## config.mk

```make
export PLATFORM = sky130hd
export DESIGN_NAME = axi2mem_wr_cmd_unpack
export DESIGN_NICKNAME = d
export VERILOG_FILES = /design/src/rtl/axi2mem_pkg.sv /design/src/rtl/axi2mem_addr_gen.sv /design/src/rtl/axi2mem_wr_cmd_unpack.sv
export SDC_FILE = /design/constraint.sdc
export NUM_CORES = 1
export LEC_CHECK = 0
export BUFFER_PORTS_ARGS = -buffer_cell sky130_fd_sc_hd__buf_2
export CORE_ASPECT_RATIO = 2
export CORE_MARGIN = 2
export CORE_UTILIZATION = 45
export CTS_CLUSTER_SIZE = 14
export DETAILED_ROUTE_END_ITERATION = 8
export GPL_TIMING_DRIVEN = 0
export HOLD_SLACK_MARGIN = 0.06
export PLACE_DENSITY = 0.7
export REMOVE_ABC_BUFFERS = 1
export SLEW_MARGIN = 20
export SYNTH_ARGS = -nofsm -noshare
export SYNTH_HDL_FRONTEND = slang
export SYNTH_HIERARCHICAL = 1
export SYNTH_SLANG_ARGS = --single-unit
```

## constraint.sdc

```tcl
create_clock -name clk_i -period 8.3 [get_ports clk_i]
set_clock_uncertainty 0.1 [all_clocks]
set_input_delay 2.49 -clock clk_i [delete_from_list [all_inputs] [get_ports clk_i]]
set_output_delay 2.49 -clock clk_i [all_outputs]
set_load 0.02 [all_outputs]
```

## src/rtl/axi2mem_pkg.sv

```systemverilog
// axi2mem_pkg: shared burst encodings, width defaults and captured-AW attributes
package axi2mem_pkg;

    localparam int ID_WIDTH_DEF   = 6;
    localparam int ADDR_WIDTH_DEF = 32;

    typedef enum logic [1:0] {
        BURST_FIXED = 2'b00,
        BURST_INCR  = 2'b01,
        BURST_WRAP  = 2'b10,
        BURST_RSVD  = 2'b11
    } burst_e;

    typedef enum logic {
        ST_IDLE,
        ST_BURST
    } state_e;

    // Burst shape captured on the AW handshake; address and ID are kept
    // separately because their widths are module parameters.
    typedef struct packed {
        logic [7:0] len;
        logic [2:0] size;
        logic [1:0] burst;
    } aw_attr_t;

    // Memory port is 32 bits wide, so wider beats are narrowed to 4 bytes.
    function automatic logic [2:0] clamp_size(input logic [2:0] size);
        return size > 3'd2 ? 3'd2 : size;
    endfunction

endpackage

```

## src/rtl/axi2mem_addr_gen.sv

```systemverilog
// axi2mem_addr_gen: combinational next-beat address for FIXED, INCR and WRAP bursts
module axi2mem_addr_gen import axi2mem_pkg::*; #(
    parameter int ADDR_WIDTH = ADDR_WIDTH_DEF
) (
    input  logic [ADDR_WIDTH-1:0] addr_i,
    input  logic [2:0]            size_i,
    input  logic [7:0]            len_i,
    input  logic [1:0]            burst_i,
    output logic [ADDR_WIDTH-1:0] next_addr_o
);

    logic [2:0]            size_eff;
    logic [ADDR_WIDTH-1:0] bytes;
    logic [ADDR_WIDTH-1:0] aligned;
    logic [ADDR_WIDTH-1:0] incr;
    logic [ADDR_WIDTH-1:0] wrap_len;
    logic [ADDR_WIDTH-1:0] wrap_base;
    logic                  wrap_ok;

    // Align, step by one beat, and fold back to the wrap boundary for legal WRAP lengths;
    // illegal WRAP lengths and the reserved encoding fall through to INCR.
    always_comb begin
        size_eff    = clamp_size(size_i);
        bytes       = ADDR_WIDTH'(1) << size_eff;
        aligned     = addr_i & ~(bytes - ADDR_WIDTH'(1));
        incr        = aligned + bytes;
        wrap_len    = (ADDR_WIDTH'(len_i) + ADDR_WIDTH'(1)) << size_eff;
        wrap_base   = addr_i & ~(wrap_len - ADDR_WIDTH'(1));
        wrap_ok     = burst_i == BURST_WRAP &&
                      (len_i == 8'd1 || len_i == 8'd3 || len_i == 8'd7 || len_i == 8'd15);
        next_addr_o = burst_i == BURST_FIXED ? addr_i :
                      (wrap_ok && incr == wrap_base + wrap_len) ? wrap_base : incr;
    end

endmodule

```

## src/rtl/axi2mem_wr_cmd_unpack.sv

```systemverilog
// axi2mem_wr_cmd_unpack: splits an AXI write burst into per-beat TCDM write commands
module axi2mem_wr_cmd_unpack import axi2mem_pkg::*; #(
    parameter int ID_WIDTH   = ID_WIDTH_DEF,
    parameter int ADDR_WIDTH = ADDR_WIDTH_DEF
) (
    input  logic                  clk_i,
    input  logic                  rst_ni,
    input  logic                  aw_valid_i,
    output logic                  aw_ready_o,
    input  logic [ADDR_WIDTH-1:0] aw_addr_i,
    input  logic [7:0]            aw_len_i,
    input  logic [2:0]            aw_size_i,
    input  logic [1:0]            aw_burst_i,
    input  logic [ID_WIDTH-1:0]   aw_id_i,
    output logic                  trans_req_o,
    input  logic                  trans_gnt_i,
    output logic [ADDR_WIDTH-1:0] trans_add_o,
    output logic [ID_WIDTH-1:0]   trans_id_o,
    output logic                  trans_last_o,
    output logic                  busy_o
);

    state_e                state_q, state_d;
    aw_attr_t              attr_q, attr_d;
    logic [7:0]            cnt_q, cnt_d;
    logic [ADDR_WIDTH-1:0] addr_q, addr_d;
    logic [ID_WIDTH-1:0]   id_q, id_d;
    logic [ADDR_WIDTH-1:0] next_addr;
    logic                  beat_done;
    logic                  aw_hs;

    axi2mem_addr_gen #(
        .ADDR_WIDTH(ADDR_WIDTH)
    ) u_addr_gen (
        .addr_i     (addr_q),
        .size_i     (attr_q.size),
        .len_i      (attr_q.len),
        .burst_i    (attr_q.burst),
        .next_addr_o(next_addr)
    );

    assign busy_o       = state_q == ST_BURST;
    assign trans_req_o  = busy_o;
    assign trans_last_o = busy_o && cnt_q == 8'd0;
    assign trans_add_o  = addr_q;
    assign trans_id_o   = id_q;
    assign beat_done    = trans_req_o && trans_gnt_i;
    // A new burst may be accepted in the same cycle the last beat is granted.
    assign aw_ready_o   = !busy_o || (trans_last_o && beat_done);
    assign aw_hs        = aw_valid_i && aw_ready_o;

    // Next state: load a new burst on handshake, otherwise advance one beat per grant.
    always_comb begin
        state_d = state_q;
        attr_d  = attr_q;
        cnt_d   = cnt_q;
        addr_d  = addr_q;
        id_d    = id_q;
        if (aw_hs) begin
            state_d = ST_BURST;
            attr_d  = '{len: aw_len_i, size: aw_size_i, burst: aw_burst_i};
            cnt_d   = aw_len_i;
            addr_d  = aw_addr_i;
            id_d    = aw_id_i;
        end else if (beat_done) begin
            if (trans_last_o) begin
                state_d = ST_IDLE;
            end else begin
                cnt_d  = cnt_q - 8'd1;
                addr_d = next_addr;
            end
        end
    end

    // State and burst registers; reset abandons any burst in flight.
    always_ff @(posedge clk_i or negedge rst_ni) begin
        if (!rst_ni) begin
            state_q <= ST_IDLE;
            attr_q  <= '{len: 8'd0, size: 3'd0, burst: BURST_FIXED};
            cnt_q   <= 8'd0;
            addr_q  <= '0;
            id_q    <= '0;
        end else begin
            state_q <= state_d;
            attr_q  <= attr_d;
            cnt_q   <= cnt_d;
            addr_q  <= addr_d;
            id_q    <= id_d;
        end
    end

endmodule

```

==> flow_metrics.tcl, run 1 <==
set metrics [dict create \
    fin_util 0.509 \
    hold_depth 1 \
    syn_area_per_cell_um2 7.44 \
    clockBufferDepth 2 \
    drt_first_iter_violations 598 \
    synth_edf_count 0 \
    insertion_delay_ns 0.34 \
    gp_congestion 1.03 \
    h-tree-depth 3 \
    rows 67 \
    power_density_mw_per_mm2 303 \
    setup_viol 0 \
    synth_top_flop_cell "dfrtp_1" \
    timing.hold.ws_ns 0.385 \
    ioPinCount 97 \
    drv_slew 0 \
    r2r_start "attr_q[5]" \
    io_buffers 96 \
    period_needed_ns 7.75 \
    outcome "finished clean" \
    ff2ff_path_depth 23 \
    grt_overflow 0 \
    worstSetupPathType "reg2reg" \
    drive_above_1_share 0.160 \
    via_per_inst 6.53 \
    hold_viol_final 0 \
    ff2ff_setup_slack_ns 0.55 \
    fin_crit_sh 0.934 \
    antenna_found_initial 0 \
    cts_tree "yes" \
    worst_ep_arrival_time_ns 7.91 \
    numCtsBuffers 9 \
    antenna_left 0 \
    yosysSeqAreaShare 0.197 \
    tns_ns 0 \
    clk_pin_slew_worst_paths_ns 0.06 \
    cap_violations 0 \
    wl_per_cell_um 22.2 \
    place_ws_ns 0.326 \
    die_y_um 188 \
    max_freq_mhz 129 \
    root_buffer "clkbuf_16" \
    layout.nets 1160 \
    slew_headroom 0.333 \
    clock_sinks 60 \
    crit_path_start_kind "flip-flop" \
    synthArstFlopShare 1.00 \
    cp_data_required_time_ns 8.45 \
    hp-start "trans_id_o[4]" \
    worstMarginPinSlew_ns 0.991 \
    p_leak_uw 0.00362 \
    total_power_uw 2580 \
    num_antenna_cells 0 \
    grt_pass1_wl_um 43800 \
    worstPathMaxFanout 21 \
    fin_ws_ns 0.547 \
    min_to "trans_id_o[4]" \
    vias 8436 \
    grt_max_degree 61 \
    ys_types 97 \
    r2r_end "trans_add_o[14]" \
    endpoint_kind "flip-flop" \
    syn2layout_area_growth_pct 11.3 \
    start_util 0.457 \
    syn_area_mm2 0.00763 \
    ys_seq_elements 60 \
    hold_path.class "reg2reg" \
    first_pass_iters 6 \
    vdd_drop_max_v 0.000182 \
    ctsHoldBuffers 0 \
    drc 0 \
    core_area_mm2 0.0167 \
    die_w_um 96.1 \
    yosys_warnings 6 \
    hpwl_um 22000 \
    routed_wl_um 28700 \
    grt_pass1_vias 8238 \
    rsz0062_at_grt "false" \
    grt_usage 0.316 \
    dieArea_mm2 0.0181 \
    synthCells 1026 \
]
## worst max-delay path by stage
stage,start,end,slack (ns)
2_1_floorplan,trans_gnt_i,aw_ready_o,1.58
3_3_place_gp,attr_q[2],trans_add_o[13],0.29
3_5_place_dp,attr_q[5],trans_add_o[27],0.33
4_1_cts,attr_q[5],trans_add_o[27],0.27
5_1_grt,attr_q[5],trans_add_o[18],0.04
6_report,attr_q[5],trans_add_o[14],0.55
## timing repair
item	in CTS	in global routing
gates resized for setup	0	4
endpoints found under the setup margin	0	31
setup buffers	0	2
## cells in the mapped netlist, types with 5 or more instances
| master | n | area (um^2) |
|---|---|---|
| nand2_1 | 149 | 559 |
| nand3_1 | 71 | 355 |
| nor2_1 | 66 | 248 |
| dfrtp_1 | 60 | 1500 |
| o21ai_0 | 53 | 265 |
| o211ai_1 | 43 | 323 |
| xnor2_1 | 43 | 377 |
| inv_1 | 40 | 150 |
| a21oi_1 | 36 | 180 |
| clkbuf_1 | 31 | 116 |
| nor3_1 | 24 | 120 |
| ha_1 | 23 | 288 |
| mux2_2 | 18 | 203 |
| mux2i_1 | 17 | 170 |
| a22o_1 | 16 | 140 |
| and2_1 | 16 | 100 |
| buf_2 | 16 | 80.1 |
| nor4_1 | 16 | 100 |
| xor2_1 | 16 | 140 |
| a21o_1 | 15 | 113 |
| and3_1 | 14 | 87.6 |
| nand4_1 | 14 | 87.6 |
| buf_4 | 11 | 82.6 |
| nand2b_1 | 11 | 68.8 |
| or3_1 | 11 | 68.8 |
| a31oi_1 | 10 | 62.6 |
| o31ai_1 | 10 | 75.1 |
| o21a_1 | 9 | 67.6 |
| or2_2 | 9 | 56.3 |
| a211oi_1 | 7 | 52.6 |
| buf_6 | 7 | 78.8 |
| o221ai_1 | 7 | 61.3 |
| a221o_1 | 6 | 60.1 |
| o22ai_1 | 6 | 37.5 |
| a22oi_1 | 5 | 37.5 |
| nor2b_1 | 5 | 31.3 |
| o21ai_1 | 5 | 25.0 |
| o41ai_1 | 5 | 43.8 |
| or4_1 | 5 | 37.5 |
## placed cells by master (no fill, tap or decap), types with 6 or more instances in the layout
master     count
nand2_1      149
buf_2         95
nand3_1       71
nor2_1        65
dfrtp_1       60
o21ai_0       52
o211ai_1      43
xnor2_1       43
inv_1         40
a21oi_1       35
nor3_1        24
ha_1          23
mux2_2        18
mux2i_1       17
and2_1        16
a22o_1        16
xor2_1        16
nor4_1        15
and3_1        14
nand4_1       14
a21o_1        14
conb_1        12
nand2b_1      11
or3_1         11
o31ai_1       10
a31oi_1       10
clkbuf_16      9
o21a_1         9
or2_2          9
o221ai_1       7
a211oi_1       7
a221o_1        6
o22ai_1        6
## per-stage QoR
step / instance area (um^2) / cells
after floorplan: 7280 / 967
after global placement: 8020 / 1270
after detailed placement: 8140 / 1274
after CTS: 8440 / 1289
after global routing: 8490 / 1292
final: 8490 / 1292
## report_power, final
group,switching (uW),internal [uW],total (uW)
logic,984,605,1590
registers,223,379,602
clock network,140,246,386
total,1350,1230,2580
## kinds of logic after synthesis
| family | after synthesis | share of synthesized area |
|---|---|---|
| DFF | 60 | 0.197 |
| buffers and inverters | 109 | 0.0700 |
| muxes | 38 | 0.0533 |
| AOI/OAI and AO/OA | 288 | 0.273 |
| other | 2 | 0.000984 |
| adders and majority gates | 24 | 0.0403 |
| xor gates and xnor gates | 60 | 0.0698 |
| and+or+nand+nor | 445 | 0.296 |
## cell type report
type	count	area, um^2
Multi-Input combinational cell	868	5710
Clock inverter	4	48.8
Clock buffer	11	253
Timing Repair Buffer	102	572
Tap cell	207	259
Fill cell	1672	8190
Inverter	40	150
Sequential cell	60	1500
## metal layers
layer	global-route usage	routed length, um	up-vias
met5	0	0	-
met4	0.310	3510	0
met3	0.0546	1460	182
met2	0.542	14600	393
met1	0.295	9130	3940
li1	-	-	3921
## worst max-delay path, cell delays in order, from the launching register on
cell,delay (ns)
dfrtp_1,0.52
ha_1,0.46
nor4bb_1,0.34
a221o_1,0.35
and2_1,0.34
nand3_1,0.27
nor4_2,0.38
nand2_1,0.34
nand2_1,0.21
inv_1,0.06
ha_1,0.38
xor2_1,0.28
a21oi_1,0.07
a311o_1,0.48
nand3_1,0.14
nor2_1,0.06
or4_1,0.54
a2111oi_0,0.53
and4_1,0.44
nand4_4,0.41
o21a_1,0.44
o21ai_0,0.25
nand2_1,0.08
o211ai_1,0.16
## registers in the layout (all words and copies together) (netlist names)
register     cells
attr_q          13
busy_o           1
cnt_q            8
trans_add_o     32
trans_id_o       6
No activity file was read; power rests on OpenSTA's default activity.
==> inputs of run 2 (changes only) <==
Settings changed: CORE_UTILIZATION 45 to 50, PLACE_DENSITY 0.7 to 0.78.
Clock period 8.3 ns to 7.1 ns, I/O delays scaled along.
==> flow_metrics.tcl, run 2 (synthesis gave the netlist of run 1 again) <==
set metrics [dict create \
    r2r_start "attr_q[2]" \
    root_buffer "clkbuf_16" \
    start_util 0.512 \
    path_delay_family "simple AND/OR/NAND/NOR gates" \
    worst_ep_arrival_time_ns 7.03 \
    via_per_inst 6.76 \
    period_needed_ns 6.88 \
    first_pass_iters 6 \
    num_antenna_cells 0 \
    fin_crit_sh 0.968 \
    cp_data_required_time_ns 7.25 \
    drv_slew 0 \
    p_leak_uw 0.00369 \
    io_buffers 96 \
    grt_overflow 0 \
    filler_cell_count 1412 \
    gp_congestion 1.01 \
    r2r_end "trans_add_o[21]" \
    grt_usage 0.372 \
    h-tree-depth 3 \
    grt_pass1_wl_um 46300 \
    core_area_mm2 0.0149 \
    routed_wl_um 31000 \
    min_to "trans_id_o[4]" \
    cap_violations 0 \
    insertion_delay_ns 0.34 \
    dp_cells 1263 \
    layout.nets 1177 \
    dpl_cell_area_mm2 0.00816 \
    power_density_mw_per_mm2 358 \
    worstPathMaxFanout 24 \
    clk_pin_slew_worst_paths_ns 0.06 \
    hp-start "trans_id_o[4]" \
    hold_viol_final 0 \
    setup_viol 0 \
    final_common_cell "nand2_1" \
    outcome "finished clean" \
    antenna_found_initial 0 \
    instances_no_fill 1298 \
    dieArea_mm2 0.0163 \
    numCtsBuffers 9 \
    cp.depth 26 \
    slew_headroom 0.363 \
    drc 0 \
    cp_slowest_stage_delay_ns 0.60 \
    hpwl_um 22500 \
    clock_sinks 60 \
    max_freq_mhz 145 \
    antenna_left 0 \
    layout_common_cells "148 x nand2_1, 95 x buf_2, 70 x nand3_1" \
    crit_slowest_cell "dfrtp_4" \
    hold_path.class "reg2reg" \
    ioPinCount 97 \
    die_w_um 91.4 \
    ctsHoldBuffers 0 \
    cts_tree "yes" \
    final_area_mm2 0.00881 \
    clockBufferDepth 2 \
    endpoint_kind "flip-flop" \
    largest_reg_flops 32 \
    syn2layout_area_growth_pct 15.4 \
    vias 8775 \
    grt_max_degree 57 \
    worstSetupPathType "reg2reg" \
    rows 63 \
    drive_above_1_share 0.189 \
    hold_depth 1 \
    crit_path_start_kind "flip-flop" \
    grt_pass1_vias 8532 \
    tns_ns 0 \
    ff2ff_path_depth 26 \
    worst-path-buf-inv 2 \
    drt_first_iter_violations 716 \
    worstSetupStartpoint "attr_q[2]" \
    wl_per_cell_um 23.9 \
    ff2ff_setup_slack_ns 0.22 \
    worstMarginPinSlew_ns 0.949 \
    die_y_um 179 \
    vdd_drop_max_v 0.000234 \
]
run 2: cell count changes in the layout (fill, tap and decap cells not counted), sizes merged:
cell,before,now
clkbuf,11,10
buf,102,117
nand4,16,18
clkinvlp,0,2
bufinv,1,2
clkinv,3,2
run 2: worst reg2reg max path, stage by stage, from the launching register on:
cell and delay, ns:
dfrtp_4 0.60, or3_4 0.48, or4_1 0.44, and2_4 0.19, or3b_4 0.28, or2_2 0.13, nor2_1 0.05, xnor2_1 0.12
nand2_1 0.14, inv_1 0.06, ha_1 0.40, and2_1 0.21, or2_2 0.28, a21oi_1 0.19, o21ai_0 0.16, or3_1 0.40
o31ai_4 0.41, nor2_1 0.17, xnor2_2 0.31, o2111ai_1 0.25, nor4b_4 0.34, nand4_4 0.15, buf_12 0.18, o21ai_4 0.34
a22o_1 0.23, nand2_1 0.06, o211ai_1 0.16
run 2: metrics by stage:
stage,hold slack (ns),total power [uW],util,setup slack [ns]
finish,0.380,3150,0.591,0.225
global route,0.408,3310,0.591,-0.00445
CTS,0.383,3020,0.579,0.0286
global placement,0.362,2440,0.538,-1.10
detailed placement,0.369,2470,0.547,-0.975
floorplan,0.402,1890,-,0.662
run 2: worst max-delay path by stage:
stage | end
after global placement | trans_add_o[11]
after detailed placement | trans_add_o[21]
after global routing | trans_add_o[30]
final | trans_add_o[21]
after CTS | trans_add_o[4]
after floorplan | trans_add_o[17]
run 2: where the power goes:
group / switching, uW / internal (uW)
clock: 182 / 308
combinational: 1200 / 750
sequential: 263 / 444
total: 1650 / 1500
run 2: timing repair:
action,in CTS,in global routing
pin swaps,3,5
cloned,2,1
gates resized for setup,15,18
setup endpoints to repair,32,32
endpoints found under the hold margin,0,0
setup buffers,5,11
run 2: layer usage:
| layer | part of all wire | wire (um) | GRT usage | vias up |
|---|---|---|---|---|
| met4 | 0.10 | 3140 | 0.326 | 0 |
| li1 | - | - | - | 3962 |
| met2 | 0.52 | 16300 | 0.696 | 441 |
| met5 | 0 | 0 | 0 | - |
| met3 | 0.062 | 1910 | 0.0698 | 179 |
| met1 | 0.31 | 9670 | 0.335 | 4193 |
run 2: final cells by class:
class,count,area [um^2],area share
Inverter,40,150,0.0170
Tap cell,195,244,0.0277
Sequential cell,60,1510,0.171
Clock inverter,6,88.8,0.0101
Clock buffer,10,229,0.0260
Timing Repair Buffer,117,749,0.0851
Multi-Input combinational cell,870,5840,0.663
